## config.mk

```make
export PLATFORM = sky130hd
export DESIGN_NAME = sha256_blk_sched
export DESIGN_NICKNAME = d
export VERILOG_FILES = /design/src/rtl/sha256_blk_sched.sv
export SDC_FILE = /design/constraint.sdc
export NUM_CORES = 1
export LEC_CHECK = 0
export BUFFER_PORTS_ARGS = -buffer_cell sky130_fd_sc_hd__buf_4
export CAP_MARGIN = 20
export CELL_PAD_IN_SITES_DETAIL_PLACEMENT = 1
export CELL_PAD_IN_SITES_GLOBAL_PLACEMENT = 2
export CORE_AREA = 4 4 426 428
export DETAILED_ROUTE_END_ITERATION = 16
export DIE_AREA = 0 0 430 432
export PLACE_DENSITY = 0.47
export SLEW_MARGIN = 20
export SYNTH_ARGS = -nofsm -noshare
export SYNTH_HDL_FRONTEND = slang
export SYNTH_SLANG_ARGS = --single-unit
export TNS_END_PERCENT = 10
```

## constraint.sdc

```tcl
create_clock -name clk -period 2.44 [get_ports clk]
set_clock_uncertainty 0.15 [all_clocks]
set_input_delay 0.122 -clock clk [delete_from_list [all_inputs] [get_ports clk]]
set_output_delay 0.122 -clock clk [all_outputs]
set_load 0.005 [all_outputs]
```

## src/rtl/sha256_blk_sched.sv

```systemverilog
`default_nettype none
// ============================================================================
// Module   : sha256_blk_sched
// Brief    : Collects 16 message words into a 512-bit block, launches the
//            SHA-256 core (IV-init or chaining) and hands back the digest.
//            Optional block counter enabled by macro SHA_SCHED_BLKCNT_EN.
// Revision : 1.0 - initial release
// ============================================================================
module sha256_blk_sched #(
   parameter int TIMEOUT_CYC = 1024
) (
   input  logic         clk,
   input  logic         rst,
   input  logic         w_valid,
   input  logic [31:0]  w_data,
   input  logic         w_last,
   output logic         w_ready,
   output logic         core_start,
   output logic         core_init,
   output logic [511:0] core_blk,
   input  logic         core_done,
   input  logic [255:0] core_hash,
   output logic         digest_valid,
   output logic [255:0] digest,
   input  logic         digest_ready,
   output logic         busy,
   output logic         err_ovf,
   output logic         err_tmo,
   output logic [15:0]  blk_cnt
);

   localparam logic [2:0] S_IDLE   = 3'd0;
   localparam logic [2:0] S_FILL   = 3'd1;
   localparam logic [2:0] S_LAUNCH = 3'd2;
   localparam logic [2:0] S_WAIT   = 3'd3;
   localparam logic [2:0] S_OUT    = 3'd4;

   localparam int              C_TW       = $clog2(TIMEOUT_CYC + 1);
   localparam logic [C_TW-1:0] C_TMO_LAST = C_TW'(TIMEOUT_CYC - 1);

   logic [2:0]      r_state;
   logic [3:0]      r_wcnt;
   logic            r_first_blk;
   logic            r_last_blk;
   logic [31:0]     r_slot [16];
   logic [255:0]    r_digest;
   logic [C_TW-1:0] r_tmo;
   logic            r_err_ovf;
   logic            r_err_tmo;

   logic            w_accept;
   logic            w_tmo_run;
   logic            w_tmo_fire;
   logic [3:0]      w_slot;

   assign w_ready    = (r_state == S_IDLE) || (r_state == S_FILL);
   assign w_accept   = w_valid && w_ready;
   assign w_slot     = (r_state == S_IDLE) ? 4'd0 : r_wcnt;
   // Watchdog only ticks inside a partially filled block with no word offered
   assign w_tmo_run  = (r_state == S_FILL) && (r_wcnt != 4'd0) && !w_valid;
   assign w_tmo_fire = w_tmo_run && (r_tmo == C_TMO_LAST);

   always_ff @(posedge clk) begin
      if (rst) begin
         r_state     <= S_IDLE;
         r_wcnt      <= 4'd0;
         r_first_blk <= 1'b0;
         r_last_blk  <= 1'b0;
         r_digest    <= '0;
         r_tmo       <= '0;
         r_err_ovf   <= 1'b0;
         r_err_tmo   <= 1'b0;
         for (int i = 0; i < 16; i++) begin
            r_slot[i] <= '0;
         end
      end else begin
         if (w_valid && !w_ready) begin
            r_err_ovf <= 1'b1;
         end
         if (w_accept) begin
            r_slot[w_slot] <= w_data;
         end
         if (r_state != S_FILL) begin
            r_tmo <= '0;
         end

         case (r_state)
            S_IDLE: begin
               if (w_accept) begin
                  r_wcnt      <= 4'd1;
                  r_first_blk <= 1'b1;
                  r_state     <= S_FILL;
               end
            end
            S_FILL: begin
               if (w_accept) begin
                  r_wcnt <= r_wcnt + 4'd1;
                  r_tmo  <= '0;
                  if (r_wcnt == 4'd15) begin
                     r_last_blk <= w_last;
                     r_state    <= S_LAUNCH;
                  end
               end else if (w_tmo_fire) begin
                  r_err_tmo <= 1'b1;
                  r_wcnt    <= 4'd0;
                  r_tmo     <= '0;
                  r_state   <= S_IDLE;
               end else if (w_tmo_run) begin
                  r_tmo <= r_tmo + 1'b1;
               end
            end
            S_LAUNCH: begin
               r_state <= S_WAIT;
            end
            S_WAIT: begin
               if (core_done) begin
                  if (r_last_blk) begin
                     r_digest <= core_hash;
                     r_state  <= S_OUT;
                  end else begin
                     r_first_blk <= 1'b0;
                     r_wcnt      <= 4'd0;
                     r_state     <= S_FILL;
                  end
               end
            end
            S_OUT: begin
               if (digest_ready) begin
                  r_state <= S_IDLE;
               end
            end
            default: begin
               r_state <= S_IDLE;
            end
         endcase
      end
   end

   for (genvar g = 0; g < 16; g++) begin : g_pack
      assign core_blk[511-32*g -: 32] = r_slot[g];
   end

   assign core_start   = (r_state == S_LAUNCH);
   assign core_init    = core_start && r_first_blk;
   assign digest_valid = (r_state == S_OUT);
   assign digest       = r_digest;
   assign busy         = (r_state != S_IDLE);
   assign err_ovf      = r_err_ovf;
   assign err_tmo      = r_err_tmo;

`ifdef SHA_SCHED_BLKCNT_EN
   logic [15:0] r_blk_cnt;

   always_ff @(posedge clk) begin
      if (rst) begin
         r_blk_cnt <= 16'd0;
      end else if ((r_state == S_IDLE) && w_accept) begin
         r_blk_cnt <= 16'd0;
      end else if (r_state == S_LAUNCH) begin
         r_blk_cnt <= r_blk_cnt + 16'd1;
      end
   end

   assign blk_cnt = r_blk_cnt;
`else
   assign blk_cnt = 16'd0;
`endif

endmodule
`default_nettype wire
```

==> reports/qor.yml <==
grt_pass1_vias: 25500
core_area_mm2: 0.178
yosysMostFrequentCell: "nand2_1"
fp.dieW_um: 430
dr.pass1.iters: 5
fin_crit_sh_pct: 93.5
numPortBuffers: 1068
syn_inst: 2425
synthTopCellsByArea: "edfxtp_1 53%, dfxtp_1 19%, and2_1 11%"
period_minus_slack_ns: 2.28
synth_edf_count: 512
synth_warnings: 0
syn_area_mm2: 0.0291
postCtsSetupBuffers: 0
grt.total_usage_pct: 15.4
antenna_found_initial: 25
path_clk_slew_ns: 0.06
antenna_left: 0
cts_made_buffers: 102
synth-seq-cells: 790
wl_mm: 148
cp-end-kind: "register"
synth_flop_cell: "edfxtp_1"
finalHoldViolCount: 0
yosysTopAreaCell: "edfxtp_1"
finalWeightedCongestion: 0.757
drv_slew: 0
root_buffer: "clkbuf_16"
pin_count: 1085
dieArea_mm2: 0.186
cap_violations: 0
detailed_place_hpwl_mm: 107
grt_overflow: 0
status: "finished clean"
yosysUniqueCellTypes: 49
slew-limit-headroom_pct: 47.6
setup_viol: 0
drt_iter0_markers: 962
syn_area_per_cell_um2: 12.0
grt_max_degree: 117
vdd_ir_drop_max_v: 0.000467
post-synth-top-area-fraction_pct: 52.8
p_leak_uw: 0.0196
clkSinkCount: 790
insertion_delay_ns: 0.74
avgViaCountPerCell: 3.73
powerDensity_mw_per_mm2: 683
rsz0062_at_grt: "true"
synthArstFlopShare_pct: 0
dp_cells: 5763
start_util_pct: 16.4
vias: 24100
cp.required_ns: 2.70
startpoint_type: "register"
r2r_slack_ns: 0.16
drc: 0
h-tree-depth: 3
dieHeight_um: 432
wire_per_inst_um: 23.0
cp_max_fo: 32
clockBufferDepth: 3
drive_gt1_share_pct: 33.3
tritoncts: "yes"
instances_no_fill: 6450
rows: 155
worst_pin_slew_ns: 0.786
fmax_ghz: 0.438
final_nets: 4291
syn_to_final_growth_pct: 67.3
synthTopCellsByCount: "521 x nand2_1, 513 x and2_1, 512 x edfxtp_1, 278 x dfxtp_1, 266 x a21oi_1"
hold_class: "in2reg"
ys_seq_area_share_pct: 71.9
crit_type: "reg2reg"
fin_ws_ns: 0.159
pre_cts_slack_ns: -0.170
grt_pass1_wl_mm: 202
crit_arrival_ns: 2.54
## worst max-delay path: stages (launching register included)
cell and delay (ns):
dfxtp_1 0.35, nand4bb_1 0.26, or4b_1 0.50, buf_4 0.19, nor2_2 0.12, or2_2 0.15, buf_12 0.22
## final timing paths
path / start / to / cells past startpoint
setup / recovery: r_state[1] / r_slot[9][12] / 6
hold / removal: core_hash[44] / digest[44] / 4
setup reg to reg: r_state[1] / r_slot[9][12] / 6
hold reg to reg: digest[126] / digest[126] / 2
## state kept, by name, indices dropped and copies added (netlist names)
signal	count
r_first_blk	1
r_wcnt	4
r_slot	512
r_last_blk	1
r_state	3
err_tmo	1
digest	256
r_tmo	11
err_ovf	1
## per-stage QoR
step           power [µW]  utilization (%)  setup TNS, ns  area (µm²)  hold slack (ns)
2_1_floorplan       15700                -              0       29200            0.108
3_3_place_gp        17800             22.8          -9.70       40500            0.219
3_5_place_dp        17800             22.8          -8.83       40500            0.229
4_1_cts             34000             27.4              0       48700          0.00126
5_1_grt             34600             27.4        -0.0271       48700           0.0453
6_report            33300             27.4              0       48700           0.0841
## area by class of cell
type | instances | area, µm²
Fill cell | 19800 | 129000
Sequential cell | 790 | 20900
Timing Repair Buffer | 1644 | 13900
Multi-Input combinational cell | 1450 | 7530
Tap cell | 2355 | 2950
Clock buffer | 125 | 2700
Clock inverter | 58 | 597
Antenna cell | 22 | 55.1
Inverter | 6 | 22.5
## cells in the final DEF (no fill, tap or decap), drive strengths merged, types with 32 or more instances in the layout
cell / instances
buf: 1162
edfxtp: 512
clkinv: 40
a21oi: 266
dlygate4sd3: 482
nand2: 521
nor2: 32
clkbuf: 125
and2: 513
dfxtp: 278
## kinds of logic after synthesis
| kind of cell | Yosys count | synth area share [%] |
|---|---|---|
| adder cells (fa/ha/maj) | 3 | 0.129 |
| buffers and inverters | 200 | 2.79 |
| XOR/XNOR | 5 | 0.150 |
| other | 1 | 0.0129 |
| flip-flops | 790 | 71.9 |
| multiplexers | 3 | 0.103 |
| AND/OR/NAND/NOR | 1133 | 19.8 |
| AO/OA/AOI/OAI | 290 | 5.15 |
## per-layer routing
metal	vias to the layer above	wire (µm)	track usage [%]	share of wire, %
li1	11200	-	-	-
met4	0	6110	6.66	4.1
met3	202	10700	4.79	7.2
met1	11800	55200	16.4	37
met2	837	76200	27.9	51
met5	-	0	0	0
## where the power goes
group,switching [µW],total (µW),internal (µW)
Clock,6400,15200,8810
Sequential,155,14800,14600
Combinational,1660,3280,1630
Total,8210,33300,25100
## what timing repair did
item / in CTS / in global routing
setup endpoints to repair: 143 / 35
hold endpoints to repair: 1075 / 0
gates resized for setup: 3 / 2
hold buffers: 482 / 0
(Power assumes the default switching activity.)
